<file path="src/rtl/frame_tx_controller.sv">
// Frame transmitter sequencer: header byte carrying N, then N payload
// bytes shifted out MSB-first, with an external byte down counter.
module frame_tx_controller #(
  parameter int DATA_W = 8,
  parameter int CNT_W  = 8
) (
  input  logic              clk,
  input  logic              rst,
  input  logic              start,
  input  logic [CNT_W-1:0]  frame_len,
  input  logic [DATA_W-1:0] byte_data,
  input  logic              byte_valid,
  output logic              byte_ready,
  output logic [CNT_W-1:0]  cnt_parin,
  output logic              cnt_load,
  output logic              cnt_en,
  input  logic              cnt_cout,
  output logic              ser_out,
  output logic              ser_valid,
  output logic              busy,
  output logic              done
);

  typedef enum logic [2:0] {
    S_IDLE,
    S_HEADER,
    S_FETCH,
    S_SHIFT,
    S_DONE
  } state_t;

  state_t            state_q, state_d;
  logic [2:0]        bit_q, bit_d;
  logic [DATA_W-1:0] shreg_q, shreg_d;

  logic ser_out_q, ser_out_d;
  logic ser_valid_q, ser_valid_d;
  logic byte_ready_q, byte_ready_d;
  logic busy_q, busy_d;
  logic done_q, done_d;

  logic last_bit;

  assign last_bit  = (bit_q == 3'd7);
  assign cnt_parin = frame_len;

  // Next-state, datapath and the two same-cycle counter strobes.
  always_comb begin
    state_d  = state_q;
    bit_d    = bit_q;
    shreg_d  = shreg_q;
    cnt_load = 1'b0;
    cnt_en   = 1'b0;
    unique case (state_q)
      S_IDLE: begin
        cnt_load = start;
        if (start) begin
          shreg_d = DATA_W'(frame_len);
          bit_d   = 3'd0;
          state_d = S_HEADER;
        end
      end
      S_HEADER, S_SHIFT: begin
        shreg_d = {shreg_q[DATA_W-2:0], 1'b0};
        bit_d   = bit_q + 3'd1;
        if (last_bit) begin
          state_d = cnt_cout ? S_DONE : S_FETCH;
        end
      end
      S_FETCH: begin
        if (byte_valid) begin
          cnt_en  = 1'b1;
          shreg_d = byte_data;
          bit_d   = 3'd0;
          state_d = S_SHIFT;
        end
      end
      S_DONE: begin
        state_d = S_IDLE;
      end
      default: begin
        state_d = S_IDLE;
      end
    endcase
  end

  // Outputs precomputed from the next state so they leave a flop.
  always_comb begin
    ser_valid_d  = (state_d == S_HEADER) ||
                   (state_d == S_SHIFT);
    ser_out_d    = ser_valid_d & shreg_d[DATA_W-1];
    byte_ready_d = (state_d == S_FETCH);
    busy_d       = (state_d != S_IDLE);
    done_d       = (state_d == S_DONE);
  end

  // State, datapath and registered outputs.
  always_ff @(posedge clk or posedge rst) begin
    if (rst) begin
      state_q      <= S_IDLE;
      bit_q        <= 3'd0;
      shreg_q      <= '0;
      ser_out_q    <= 1'b0;
      ser_valid_q  <= 1'b0;
      byte_ready_q <= 1'b0;
      busy_q       <= 1'b0;
      done_q       <= 1'b0;
    end else begin
      state_q      <= state_d;
      bit_q        <= bit_d;
      shreg_q      <= shreg_d;
      ser_out_q    <= ser_out_d;
      ser_valid_q  <= ser_valid_d;
      byte_ready_q <= byte_ready_d;
      busy_q       <= busy_d;
      done_q       <= done_d;
    end
  end

  assign ser_out    = ser_out_q;
  assign ser_valid  = ser_valid_q;
  assign byte_ready = byte_ready_q;
  assign busy       = busy_q;
  assign done       = done_q;

endmodule

</file>
<file path="config.mk">
export PLATFORM = sky130hd
export DESIGN_NAME = frame_tx_controller
export DESIGN_NICKNAME = d
export VERILOG_FILES = /design/src/rtl/frame_tx_controller.sv
export SDC_FILE = /design/constraint.sdc
export NUM_CORES = 1
export LEC_CHECK = 0
export ABC_CLOCK_PERIOD_IN_PS = 2700
export CAP_MARGIN = 15
export CORE_MARGIN = 2
export CORE_UTILIZATION = 47
export CTS_CLUSTER_SIZE = 30
export DETAILED_ROUTE_END_ITERATION = 6
export PLACE_DENSITY = 0.92
export SLEW_MARGIN = 20
export SYNTH_ARGS = -nofsm -noshare
export SYNTH_HDL_FRONTEND = slang
export SYNTH_SLANG_ARGS = --single-unit
</file>
<file path="constraint.sdc">
create_clock -name clk -period 2.7 [get_ports clk]
set_input_delay 0.675 -clock clk [delete_from_list [all_inputs] [get_ports clk]]
set_output_delay 0.675 -clock clk [all_outputs]
set_load 0.03 [all_outputs]
</file>
# Word level (Yosys, flattened, before mapping)
# Index checks and enable logic that the tools add are counted.
# classes
n_addsub,1
multipliers,0
div,0
magnitude_cmp,0
eq_ne,10
shifts,0
mux,14
n_bitwise,1
n_reduce_logical,6
# ops
operator,count
8-bit one-hot mux with 3 select lines,1
3-bit two-way mux,6
3-bit one-hot mux with 3 select lines,2
8-bit two-way mux,2
3-bit by 2-bit == test with 1-bit output (second input constant),4
3-bit by 1-bit == test with 1-bit output (second input constant),2
3-bit == test (second input constant),2
3-bit nonzero test,2
2-bit != test (second input constant),2
3-bit by 1-bit adder with 3-bit output (second input constant),1
3-bit logical NOT,1
1-bit two-way mux,3
3-bit AND reduction,1
2-bit OR reduction,1
1-bit AND,1
1-bit logical OR,1
# word_totals
regBits,19
latchBits,0
ramBits,0
romBits,0
output_inout_bits,15
elab_cells,41
n_memories,0

# Depth between registers and ports, before layout
# Gate-level depths: netlist of run 1.
# logic_depth
depth_word,6
ltp_mapped,5
mapped_depth_nobuf,5

# Worst setup path before layout of run 1
# No wires, ideal clock.
# synth_path
path_kind,input-to-output
startpoint,input port byte_valid
endpoint,output port cnt_en
t_arrival_ns,1.518
path_slack_ns,0.507
cell_stages,3
n_path_buf,1
path_cell_list,buf_6 -> nand2_1 -> nor3_1
# synth_via
elab_chain_len,2
# synth_lines
item,line,rtl
start: declaration,12,"input logic byte_valid,"
1-bit two-way mux,71,if (byte_valid) begin
1-bit two-way mux,54,unique case (state_q)
end: declaration,16,"output logic cnt_en,"
# Every way passes these cells.

# Worst setup path after layout of run 1
# layout_path
startpoint,input port frame_len[5]
endpoint,output port cnt_parin[5]
# layout_rtl
item,line,rtl
start: declaration,10,"input logic [CNT_W-1:0] frame_len,"
end: declaration,14,"output logic [CNT_W-1:0] cnt_parin,"
# No word-level cell between the ends.

==> metrics.csv, run 1 <==
metric;value;unit
Worst-path clk slew;0.10;ns
n_diodes;0;
PortBufs;35;
layout cells sized above 1;18.6;%
number of remaining DRC errors;0;
die area;2600;sq um
ys flop type;dfrtp_1;
H-tree Lvls;1;
Slew Limit Fails;0;
Die W;51.0;microns
hold_ws;0.533;ns
Vias/cell;5.53;
Rows;17;
initial core utilization;48.3;%
Slowest cell on crit path;clkdlybuf4s50_1;
RSZ-0062 raised after global routing;false;
fmax;398;MHz
Pwr Density;829;nW/um^2
largest family of logic cells by synthesized area;simple AND/OR/NAND/NOR gates;
initial antenna violation count;0;
Fin. Hold Viols;0;
DR WL/cell;15.9;microns
HP Class;reg -> reg;
total of max-cap violations;0;
Syn-to-layout area delta;30.6;%
Worst-Skew Late Latency;0.29;ns
routed wire length;2.24;mm
I/O pin count;36;
Clock Root Buffer;clkbuf_4;
Clock Sinks;19;
leak pwr;0.612;nW
Worst path max stage delay;0.67;ns
Worst VDD drop;0.527;mV
Post-DP HPWL;1.61;mm
Critical Path Fanout Max;2;
GRT Total Usage;18.8;%
cells along the critical path;clkdlybuf4s50_1, clkdlybuf4s50_1;
CTS Buf Count;3;
Crit Path Category;in -> out;
crit path buf inv count;2;
Compound-Gate Fraction of Synth Area;14.9;%
TritonCTS clock tree;done;
Worst Skew;0.000917;ns
Final Cycle Share;93.0;%
Synth Cell Area;1040;sq um
Post-Syn Nets;108;
most frequent CP cell;clkdlybuf4s50_1;
cts hold-fix bufs;0;
status;finished clean;
Sum Neg Setup Slack;0;ns
Worst Path Required;2.03;ns
crit path DAT;1.84;ns
leading cell types in the layout, fill and taps excluded;clkdlybuf4s50_1, dfrtp_1, a221o_1, mux2_2;
nets;137;
via count;780;
setup bufs post-CTS;0;
crit path time final;2.51;ns
largest net degree at the start of global routing;24;
CP Capture Type;output port;
distinct cell type count after synthesis;32;
proportion of synthesized area in mux cells;8.55;%
startpoint types;input port;
Worst path top cell family by delay;buffers and inverters;
number of detailed-route iterations in the first pass;4;
Max transition margin;52.6;%
sequential area share after synthesis;45.8;%
Clock Path Buffers;2;
worst slew pin tran;0.711;ns
Mapped Avg Cell Area;12.2;sq um
drt initial violations;17;
most common cell after layout, fill and taps aside;clkdlybuf4s50_1;
vias in the first global route;801;
first-pass GRT wire length;3.68;mm
number of gates resized after CTS;0;
GRT overflow;0;
Post-synth EDFFs;0;
Die Ht;51.0;microns
Async SR Flop Fraction;100;%
final setup fails;0;
FF+latch count, synth;19;
Post-Synth XOR/XNOR Area;0;%
GP Congestion;0.741;
Synth Area in Simple Gates;18.0;%
number of routed nets with antenna violations;0;
Mapped Cells;85;
adder-cell share of the synthesized area;2.41;%
Synth warnings;0;
area of the core;2150;sq um
## worst reg2reg max path, stage by stage (launching register included)
cell     delay (ns)
dfrtp_1        0.81
a21oi_1        0.15
a21oi_2        0.41
mux2_2         0.39
## routing by layer
metal / global-route usage, % / vias up / wire length (microns)
met5: 0 / - / 0
met4: 5.41 / 0 / 0
met3: 3.51 / 0 / 121
met2: 34.0 / 25 / 1130
met1: 22.6 / 387 / 987
li1: - / 368 / -
## cells in the mapped netlist (2+ instances only)
| master | n | area (sq um) |
|---|---|---|
| a221o_1 | 7 | 70.1 |
| dfrtp_1 | 19 | 475 |
| buf_4 | 8 | 60.1 |
| nor3_1 | 2 | 10.0 |
| a21oi_1 | 2 | 10.0 |
| nor2_1 | 3 | 11.3 |
| and4b_2 | 2 | 22.5 |
| and3_1 | 2 | 12.5 |
| buf_2 | 2 | 10.0 |
| a22o_1 | 2 | 17.5 |
| nand2_1 | 2 | 7.51 |
| a21o_1 | 2 | 15.0 |
| ha_1 | 2 | 25.0 |
| mux2_2 | 7 | 78.8 |
| and4b_1 | 4 | 40.0 |
| buf_6 | 3 | 33.8 |
## state kept, by name (all words and copies together) (netlist names)
| register | count |
|---|---|
| shreg_q | 8 |
| bit_q | 3 |
| state_q | 3 |
| busy | 1 |
| byte_ready | 1 |
| done | 1 |
| ser_out | 1 |
| ser_valid | 1 |
## final cells by class
| class | instances | area [sq um] |
|---|---|---|
| Clock buffer | 4 | 26.3 |
| Sequential cell | 19 | 475 |
| Timing Repair Buffer | 37 | 360 |
| Multi-Input combinational cell | 52 | 455 |
| Fill cell | 174 | 792 |
| Tap cell | 28 | 35.0 |
| Inverter | 1 | 3.75 |
## power breakdown
group,internal (mW),total [mW],switching [mW]
combinational,0.266,0.485,0.219
clock,0.0573,0.140,0.0830
sequential,0.385,0.499,0.114
## kinds of logic after synthesis
logic type / after synthesis
mux: 8
compound gates: 18
fa+ha+maj: 2
simple gates: 24
buf+inv: 14
flops: 19
## path summary, 6_finish.rpt
path	startpoint	end	slack [ns]	cells after the start
max reg2reg	state_q[0]	shreg_q[3]	0.84	3
max	frame_len[5]	cnt_parin[5]	0.19	2
max in group asynchronous	rst	state_q[2]	1.46	2
min	bit_q[2]	bit_q[2]	0.53	1
min reg2reg	bit_q[2]	bit_q[2]	0.53	1
min in group asynchronous	rst	byte_ready	0.80	2
## through the flow
step / cell area, sq um / instances / setup WS [ns] / power (mW) / utilization (%)
floorplan: 1040 / 85 / 0.507 / 0.847 / -
global placement: 1330 / 137 / 0.197 / 0.956 / 61.9
detailed placement: 1330 / 137 / 0.187 / 0.991 / 61.9
CTS: 1360 / 141 / 0.181 / 1.13 / 63.1
global route: 1360 / 141 / 0.158 / 1.21 / 63.1
finish: 1360 / 141 / 0.188 / 1.12 / 63.1
No activity file was read; power rests on OpenSTA's default activity.
==> run 2: changes to the inputs <==
ABC_CLOCK_PERIOD_IN_PS = 2000   (was 2700)
CORE_MARGIN = 3   (was 2)
CORE_UTILIZATION = 40   (was 47)
PLACE_DENSITY = 0.84   (was 0.92)
clock period = 2 ns   (was 2.7 ns; I/O delays follow)
==> run 2 against run 1 <==
  * Non-clock buffer count is 4 higher
  * Global-route usage is 4.1 points lower
  * Die area is 25% higher
  * Critical path depth stayed put
  * Sequential share of layout area is 0.24 points lower
  * Clock skew is 0.0014 ns higher
  * Clock power is 35% higher
  * Clock-buffer cell count stayed put
  * Flip-flop and latch count stayed put
  * Largest cell class unchanged
  * Highest routed layer is now met4
==> metrics.csv, run 2 (synthesized netlist as in run 1, its figures left out) <==
metric;value;unit
Post-DP HPWL;1.65;mm
Clock Path Buffers;2;
most common cell after layout, fill and taps aside;clkdlybuf4s50_1;
first-pass GRT wire length;3.80;mm
Clock Sinks;19;
GRT overflow;0;
I/O pin count;36;
hold_ws;0.522;ns
PortBufs;35;
Final Cell Area;1380;sq um
number of routed nets with antenna violations;0;
Syn-to-layout area delta;32.5;%
worst slew pin tran;0.375;ns
GRT Total Usage;14.7;%
area of the core;2340;sq um
via count;791;
vias in the first global route;823;
Die Ht;57.0;microns
n_diodes;0;
Final Cycle Share;94.0;%
CTS Buf Count;3;
Rows;17;
die area;3240;sq um
Die W;57.0;microns
biggest regs;shreg_q x8, bit_q x3, state_q x3;
number of remaining DRC errors;0;
status;finished clean;
nets;141;
dpl cells;141;
Vias/cell;5.46;
area of the multi-input gates;460;sq um
core utilization of the finished layout;58.8;%
Worst VDD drop;0.622;mV
H-tree Lvls;1;
non-filler cells, final;145;
Worst-Skew Late Latency;0.29;ns
fillers;209;
Clock Root Buffer;clkbuf_4;
largest net degree at the start of global routing;20;
fmax;532;MHz
leak pwr;0.646;nW
DR WL/cell;15.1;microns
Worst-path clk slew;0.10;ns
PnR worst setup slack;0.120;ns
total of max-cap violations;0;
Placed Area;1340;sq um
layout cells sized above 1;31.6;%
TritonCTS clock tree;done;
Worst Skew;0.00231;ns
Worst Path Required;1.50;ns
cts hold-fix bufs;0;
Total Power;1.53;mW
Pwr Density;1110;nW/um^2
reg2reg path depth;3;
Fin. Hold Viols;0;
number of detailed-route iterations in the first pass;4;
Crit Path Category;reg -> out;
crit path time final;1.88;ns
final setup fails;0;
startpoint types;register;
Critical Path Fanout Max;17;
HP Class;in -> async;
number of flip-flops in the largest register;8;
routed wire length;2.19;mm
RSZ-0062 raised after global routing;false;
Seq. cell area;479;sq um
Slowest cell on crit path;dfrtp_2;
Max transition margin;75.0;%
cells along the critical path;nor4b_4, buf_4;
drt initial violations;5;
Worst path max stage delay;0.54;ns
leading cell types in the layout, fill and taps excluded;clkdlybuf4s50_1, dfrtp_1, buf_4;
CP Capture Type;output port;
Sum Neg Setup Slack;0;ns
GP Congestion;0.799;
Biggest register;shreg_q;
initial core utilization;44.4;%
initial antenna violation count;0;
Place WS;-0.0443;ns
crit path DAT;1.38;ns
Slew Limit Fails;0;
==> run 2: cell count changes in the layout (fill, tap and decap cells not counted) <==
| cell | previous run | this run |
|---|---|---|
| nor3_2 | 0 | 1 |
| dlymetal6s2s_1 | 0 | 1 |
| buf_4 | 4 | 16 |
| dlygate4sd2_1 | 0 | 1 |
| nor3_1 | 2 | 1 |
| clkdlybuf4s50_1 | 33 | 23 |
| dfrtp_2 | 0 | 3 |
| dfrtp_1 | 19 | 16 |
==> run 2: critical path, delay by kind of cell (launching register included) <==
family / cells / cell delay, ns
buffers and inverters: 1 / 0.21
flip-flops: 1 / 0.54
AND/OR/NAND/NOR: 1 / 0.34
==> run 2: per-layer routing <==
layer | share of wire [%] | GRT usage (%) | vias to the layer above
li1 | - | - | 378
met1 | 43 | 17.9 | 387
met2 | 50 | 24.5 | 24
met3 | 6.7 | 4.07 | 2
met4 | 0.78 | 5.96 | 0
met5 | 0 | 0 | -
==> run 2: timing repair <==
action	4_1_cts	5_1_grt
gates resized for setup	2	4
setup endpoints to repair	2	2
pin swaps	0	1
hold endpoints to repair	0	0
buffers inserted	0	0
==> run 2: final timing paths <==
kind / start / end / slack, ns
worst max-delay path: state_q[0] / cnt_load / 0.12
worst min-delay path: rst / bit_q[2] / 0.52
worst max register to register: state_q[0] / ser_out / 0.39
worst min register to register: shreg_q[6] / shreg_q[6] / 0.52
max in group asynchronous: rst / state_q[2] / 1.26
min in group clk: shreg_q[6] / shreg_q[6] / 0.52
==> run 2: area by class of cell <==
type                       instances  share of cell area [%]
sequential                        19                    34.8
multi-input combinational         52                    33.5
timing repair buffer              41                    27.0
tap                               28                    2.55
clock buffer                       4                    1.91
inverter                           1                   0.273
==> run 2: power breakdown <==
| part | switching (mW) | total [mW] | internal [mW] |
|---|---|---|---|
| Sequential | 0.137 | 0.662 | 0.525 |
| Clock | 0.112 | 0.189 | 0.0776 |
| Combinational | 0.305 | 0.681 | 0.375 |
==> run 3: changes to the inputs <==
CORE_MARGIN = 5   (was 3)
==> run 3 against run 2 <==
  * Non-clock buffer count unchanged
  * Die area increased by 15%
  * Sequential share of layout area decreased by 0.15 points
  * Cell count increased by 1.4%
  * Maximum frequency decreased by 2.9%
  * Final area increased by 0.18%
  * Critical endpoint unchanged
==> metrics.csv, run 3 (synthesized netlist as in run 1, its figures left out) <==
metric;value;unit
status;finished clean;
leak pwr;0.647;nW
Post-DP HPWL;1.64;mm
HP Class;in -> async;
GP Congestion;0.798;
reg2reg path depth;4;
H-tree Lvls;1;
I/O pin count;36;
most common cell after layout, fill and taps aside;clkdlybuf4s50_1;
Worst VDD drop;0.719;mV
number of gates resized after CTS;2;
Clock Root Buffer;clkbuf_4;
routed wire length;2.17;mm
Slew Limit Fails;0;
PortBufs;35;
r2r endpoint;shreg_q[2];
startpoint types;input port;
leading cell types in the layout, fill and taps excluded;clkdlybuf4s50_1, dfrtp_1, buf_4;
biggest regs;shreg_q x8, bit_q x3, state_q x3;
Fin. Hold Viols;0;
RSZ-0062 raised after global routing;false;
Total Power;1.53;mW
GRT Total Usage;13.1;%
area of the multi-input gates;460;sq um
Vias/cell;5.31;
drt initial violations;3;
number of routed nets with antenna violations;0;
Clock Path Buffers;2;
Worst-Skew Late Latency;0.30;ns
Worst Path Required;1.50;ns
setup bufs post-CTS;0;
initial core utilization;41.9;%
Crit Path Category;in -> out;
die area;3720;sq um
number of remaining DRC errors;0;
Reg-to-Reg Start;state_q[2];
CTS Buf Count;3;
Die Ht;61.0;microns
layout cells sized above 1;30.8;%
Pwr Density;1110;nW/um^2
fmax;517;MHz
first-pass GRT wire length;3.50;mm
worst setup path start;start;
non-filler cells, final;147;
dpl cells;143;
Clock Sinks;19;
R2R Setup Slk;0.41;ns
via count;781;
Die W;61.0;microns
cts hold-fix bufs;0;
n_diodes;0;
worst slew pin tran;0.442;ns
Worst-path clk slew;0.11;ns
crit path DAT;1.44;ns
Max transition margin;70.5;%
TritonCTS clock tree;done;
Sum Neg Setup Slack;0;ns
fillers;229;
Placed Area;1340;sq um
crit path time final;1.94;ns
DR WL/cell;14.7;microns
total of max-cap violations;0;
Worst Skew;0.00915;ns
final setup fails;0;
Final Cycle Share;96.8;%
Final Cell Area;1380;sq um
CP Capture Type;output port;
area of the core;2480;sq um
number of detailed-route iterations in the first pass;4;
number of flip-flops in the largest register;8;
Seq. cell area;478;sq um
GRT overflow;0;
Critical Path Fanout Max;3;
core utilization of the finished layout;55.7;%
Biggest register;shreg_q;
Syn-to-layout area delta;32.8;%
Rows;18;
vias in the first global route;820;
nets;141;
initial antenna violation count;0;
CP Capture Point;cnt_load;
largest net degree at the start of global routing;24;
==> run 3: critical path: stages <==
cell and delay [ns]:
clkdlybuf4s50_1 0.51, nor4b_4 0.23, buf_4 0.20
==> run 3: where the power goes <==
| part | leakage, nW | switching, mW | internal (mW) |
|---|---|---|---|
| registers | 0.237 | 0.144 | 0.524 |
| clock network | 0.0150 | 0.117 | 0.0777 |
| logic | 0.395 | 0.290 | 0.375 |
==> run 3: final cells by class <==
cell class,instances,share of cell area [%]
Clock buffer,4,1.91
Inverter,1,0.272
Tap cell,30,2.72
Sequential cell,19,34.7
Multi-Input combinational cell,52,33.4
Timing Repair Buffer,41,27.0
==> run 3: metal layers <==
metal	wire length (microns)	part of all wire, %	vias up	GRT usage [%]
li1	-	-	378	-
met1	911	42	383	14.7
met2	1120	52	16	23.5
met3	107	4.9	4	2.55
met4	26	1.2	0	6.50
met5	0	0	-	0
==> run 3: worst min path at each step <==
stage               slack [ns]         end       start
finish                    0.50  shreg_q[6]         rst
global route              0.53  shreg_q[4]         rst
CTS                       0.51  shreg_q[4]         rst
detailed placement        0.50  shreg_q[3]  shreg_q[3]
global placement          0.49  shreg_q[6]  shreg_q[6]
floorplan                 0.45    bit_q[0]         rst
==> run 3: per-stage QoR <==
stage	hold WS [ns]	setup slack, ns
global placement	0.493	-0.0220
finish	0.503	0.0639
global route	0.531	0.0309
floorplan	0.451	0.0725
detailed placement	0.500	-0.0427
CTS	0.506	0.0126
